### src/rtl/mem_arb_pkg.sv
// Shared types and constants for the CPU instruction/data memory arbiter.
// Imported by the pick sub-module and the arbiter top.
package mem_arb_pkg;

    typedef enum logic { IDLE, WAIT } arb_state_e;
    typedef enum logic { OWN_INST, OWN_DATA } owner_e;

    localparam logic [1:0] SZ_BYTE = 2'd0;
    localparam logic [1:0] SZ_HALF = 2'd1;
    localparam logic [1:0] SZ_WORD = 2'd2;

endpackage

### src/rtl/mem_arb_pick.sv
// Two-way pick between instruction and data requesters.
// On a conflict the master that did not win last time is chosen.
module mem_arb_pick
    import mem_arb_pkg::*;
(
    input  logic   inst_req,
    input  logic   data_req,
    input  owner_e last_grant,
    output logic   grant_data
);

    assign grant_data = data_req & (~inst_req | (last_grant == OWN_INST));

endmodule

### src/rtl/cpu_mem_arbiter.sv
// Muxes CPU instruction and data request ports onto one shared memory port,
// with a single outstanding transaction and alternating grants on conflict.
module cpu_mem_arbiter
    import mem_arb_pkg::*;
#(
    parameter int ADDR_W = 32,
    parameter int DATA_W = 32
) (
    input  logic                clk,
    input  logic                rst,

    input  logic                inst_req,
    input  logic [ADDR_W-1:0]   inst_addr,
    output logic                inst_addr_ok,
    output logic                inst_data_ok,
    output logic [DATA_W-1:0]   inst_rdata,

    input  logic                data_req,
    input  logic                data_wr,
    input  logic [1:0]          data_size,
    input  logic [DATA_W/8-1:0] data_wstrb,
    input  logic [ADDR_W-1:0]   data_addr,
    input  logic [DATA_W-1:0]   data_wdata,
    output logic                data_addr_ok,
    output logic                data_data_ok,
    output logic [DATA_W-1:0]   data_rdata,

    output logic                mem_req,
    output logic                mem_wr,
    output logic [1:0]          mem_size,
    output logic [DATA_W/8-1:0] mem_wstrb,
    output logic [ADDR_W-1:0]   mem_addr,
    output logic [DATA_W-1:0]   mem_wdata,
    input  logic                mem_addr_ok,
    input  logic                mem_data_ok,
    input  logic [DATA_W-1:0]   mem_rdata
);

    arb_state_e state, state_nxt;
    owner_e     owner, owner_nxt;
    owner_e     last_grant, last_grant_nxt;
    logic       grant_data;
    logic       accept;
    logic       resp;

    mem_arb_pick u_pick (
        .inst_req   (inst_req),
        .data_req   (data_req),
        .last_grant (last_grant),
        .grant_data (grant_data)
    );

    // Request mux: only the winner is presented, and only while IDLE.
    always_comb begin
        mem_req   = 1'b0;
        mem_wr    = 1'b0;
        mem_size  = '0;
        mem_wstrb = '0;
        mem_addr  = '0;
        mem_wdata = '0;
        if (state == IDLE) begin
            if (grant_data) begin
                mem_req   = 1'b1;
                mem_wr    = data_wr;
                mem_size  = data_size;
                mem_wstrb = data_wstrb;
                mem_addr  = data_addr;
                mem_wdata = data_wdata;
            end else if (inst_req) begin
                mem_req   = 1'b1;
                mem_size  = SZ_WORD;
                mem_addr  = inst_addr;
            end
        end
        if (rst) mem_req = 1'b0;
    end

    assign accept       = mem_req & mem_addr_ok;
    assign inst_addr_ok = accept & ~grant_data;
    assign data_addr_ok = accept &  grant_data;

    // A response only counts while a transaction is outstanding.
    assign resp         = ~rst & (state == WAIT) & mem_data_ok;
    assign inst_data_ok = resp & (owner == OWN_INST);
    assign data_data_ok = resp & (owner == OWN_DATA);
    assign inst_rdata   = mem_rdata;
    assign data_rdata   = mem_rdata;

    always_comb begin
        state_nxt      = state;
        owner_nxt      = owner;
        last_grant_nxt = last_grant;
        case (state)
            IDLE: if (accept) begin
                state_nxt      = WAIT;
                owner_nxt      = grant_data ? OWN_DATA : OWN_INST;
                last_grant_nxt = grant_data ? OWN_DATA : OWN_INST;
            end
            WAIT: if (mem_data_ok) state_nxt = IDLE;
            default: state_nxt = IDLE;
        endcase
    end

    always_ff @(posedge clk) begin
        if (rst) begin
            state      <= IDLE;
            owner      <= OWN_INST;
            last_grant <= OWN_INST;
        end else begin
            state      <= state_nxt;
            owner      <= owner_nxt;
            last_grant <= last_grant_nxt;
        end
    end

endmodule

### config.mk
export PLATFORM = sky130hd
export DESIGN_NAME = cpu_mem_arbiter
export DESIGN_NICKNAME = d
export VERILOG_FILES = /design/src/rtl/mem_arb_pkg.sv /design/src/rtl/mem_arb_pick.sv /design/src/rtl/cpu_mem_arbiter.sv
export SDC_FILE = /design/constraint.sdc
export NUM_CORES = 1
export LEC_CHECK = 0
export ABC_AREA = 1
export CAP_MARGIN = 20
export CORE_AREA = 8 8 104 106
export CTS_BUF_LIST = sky130_fd_sc_hd__clkbuf_4 sky130_fd_sc_hd__clkbuf_8 sky130_fd_sc_hd__clkbuf_16
export DETAILED_ROUTE_END_ITERATION = 12
export DIE_AREA = 0 0 112 114
export GPL_ROUTABILITY_DRIVEN = 0
export PLACE_DENSITY = 0.7
export SYNTH_ARGS = -nofsm -noshare
export SYNTH_HDL_FRONTEND = slang
export SYNTH_HIERARCHICAL = 1
export SYNTH_SLANG_ARGS = --single-unit
### constraint.sdc
create_clock -name clk -period 1.1 [get_ports clk]
set_clock_uncertainty 0.15 [all_clocks]
set_input_delay 0.11 -clock clk [delete_from_list [all_inputs] [get_ports clk]]
set_output_delay 0.11 -clock clk [all_outputs]
set_load 0.005 [all_outputs]
==> out/metrics.yaml <==
io_buffers: 184
overflow: 0
clock_sinks: 2
grt_pass1_wl_mm: 13.1
rsz0062_at_grt: "yes"
worst_skew_pair.late_latency_ns: 0.21
layout_common_cells: "104 x clkdlybuf4s50_1, 75 x buf_2, 69 x nor2_1, 31 x a22oi_2, 28 x nand2_1"
final.min_clock_period_ns: 1.75
area_growth_pct: 142
initialDrtViolationCount: 111
start_kind: "flip-flop"
wl_mm: 9.14
cts_root_buf: "clkbuf_8"
diodes: 0
synth_top_area_cell: "buf_4"
vias: 2201
num_rows: 35
yosysSeqAreaShare_pct: 2.82
ctsHoldBuffers: 0
final_layout_size_suffix_gt1_share_pct: 48.1
worst_hold_path_type: "in2out"
synth_area_mm2: 0.00142
cts_buffers: 3
grt_max_degree: 39
yosysWarnings: 6
grtUsageTotal_pct: 12.9
min_period_over_period_pct: 159
synth.avg_cell_area_um2: 5.69
layout_commonest_cell: "clkdlybuf4s50_1"
dr.pass1.iters: 4
max_slew_margin_pct: 86.9
crit_chain: "a21oi_4 -> buf_6 -> nor2_8 -> buf_6 -> clkbuf_16 -> a22oi_2 -> nor2_1 -> buf_2"
fin_ws_ns: -0.646
path_delay_family: "buffers and inverters"
power_density_mw_per_mm2: 564
dp_slack_ns: -1.11
htree_levels: 1
crit_path_top_delay_cell: "dfxtp_2"
synth-seq-cells: 2
clk_pin_slew_ns: 0.03
critPathMaxFanout: 5
fin_tns_setup_ns: -42.25
cpMostUsedCell: "buf_6"
coreArea_mm2: 0.00911
ff_latch_area_um2: 45.0
ios: 281
yosysUniqueCellTypes: 17
setup-violations-final: 78
hold_depth: 0
grt_pass1_vias: 2359
synth_nets: 390
hold_viol_final: 0
synthTopCellsByArea: "buf_4 34%, nor2_1 20%, a22oi_1 16%"
criticalPathCategory: "reg2out"
vdd.ir_drop.worst_mv: 0.653
antenna_left: 0
dieWidth_um: 112
p_leak_nw: 1.63
drc: 0
path_depth: 8
syn_inst: 249
violations: "negative setup slack"
crit_arrival_ns: 1.49
maxCapViolCount: 0
cp_slowest_stage_delay_ns: 0.32
multi_input_area_mm2: 0.00103
fillCellCount: 964
tightestPinTransition_ns: 0.196
crit_buf_inv: 4
fp.dieH_um: 114
hold_slack_ns: 0.0700
final_util_pct: 37.6
synthDominantCellAreaShare_pct: 33.9
initial_core_util_pct: 15.6
r2r_cells: 10
maxSlewViolCount: 0
dieArea_mm2: 0.0128
outcome: "finished, violations left"
via_per_inst: 4.30
fmax_mhz: 573
post_drt_wl_per_cell_um: 17.8
worstPathRequired_ns: 0.84
grt_antenna_before_repair: 0
cp-end-kind: "output port"
cts_tree: "done"
hpwl_mm: 6.75
cts_max_path_buffers: 2
nets: 544
-- cell type report --
cell class              instances  share of cell area [%]
inverters                       6                   0.877
clock buffers                   3                    1.21
flip-flops and latches          2                    1.31
multi-input cells             158                    30.0
well taps                     111                    4.05
repair buffers                232                    62.5
-- worst reg2reg max path, delay by kind of cell (launching register included) --
kind,cells,cell delay (ns)
AOI/OAI and AO/OA,1,0.16
buffers and inverters,5,0.54
DFF,1,0.32
and+or+nand+nor,4,0.33
-- worst paths after layout --
check	startpoint	to	slack, ns
max	last_grant	mem_addr[21]	-0.65
min	mem_rdata[16]	data_rdata[16]	0.07
max reg2reg	last_grant	last_grant	-0.52
min reg2reg	last_grant	last_grant	0.55
-- where the power goes --
group / internal [mW] / switching, mW / total (mW)
clock network: 0.232 / 0.0617 / 0.293
registers: 0.0792 / 0.00586 / 0.0851
logic: 0.936 / 0.619 / 1.55
total: 1.25 / 0.686 / 1.93
-- metal layers --
layer,share of wire [%],track usage [%],up-vias
met5,0,0,-
met4,4.1,6.12,0
met3,10,4.75,41
met2,51,24.0,138
met1,35,12.4,983
li1,-,-,1039
-- Yosys cell counts --
master	instances
nand4_4	1
clkbuf_1	5
nand2_1	42
nor2_8	1
nand3_1	3
inv_2	2
inv_1	4
o31ai_1	1
a21oi_2	1
nor2_2	1
buf_4	64
buf_2	10
nor2_1	76
nand2_2	1
dfxtp_1	2
buf_6	4
a22oi_1	31
-- per-stage QoR --
stage,cell area [µm²],cells,total power [mW]
2_1_floorplan,1450,249,0.689
6_report,3430,512,1.93
3_5_place_dp,3020,475,1.48
5_1_grt,3430,512,2.06
4_1_cts,3250,500,1.88
3_3_place_gp,3020,475,1.47
-- registers in the layout (all words and copies together) (netlist names) --
name	count
last_grant	1
state	1
-- timing repair --
item,4_1_cts,5_1_grt
endpoints found under the setup margin,78,78
gates cloned,4,3
setup buffers,21,13
pin swaps,20,22
gates resized for setup,370,28
-- cell families (layout without fill, tap and decap cells) --
logic type | count (synthesis) | count (layout) | share of synthesized area, %
buf+inv | 89 | 241 | 43.5
flops | 2 | 2 | 2.82
simple gates | 125 | 125 | 36.1
compound gates | 33 | 33 | 17.6
(Power assumes the default switching activity.)
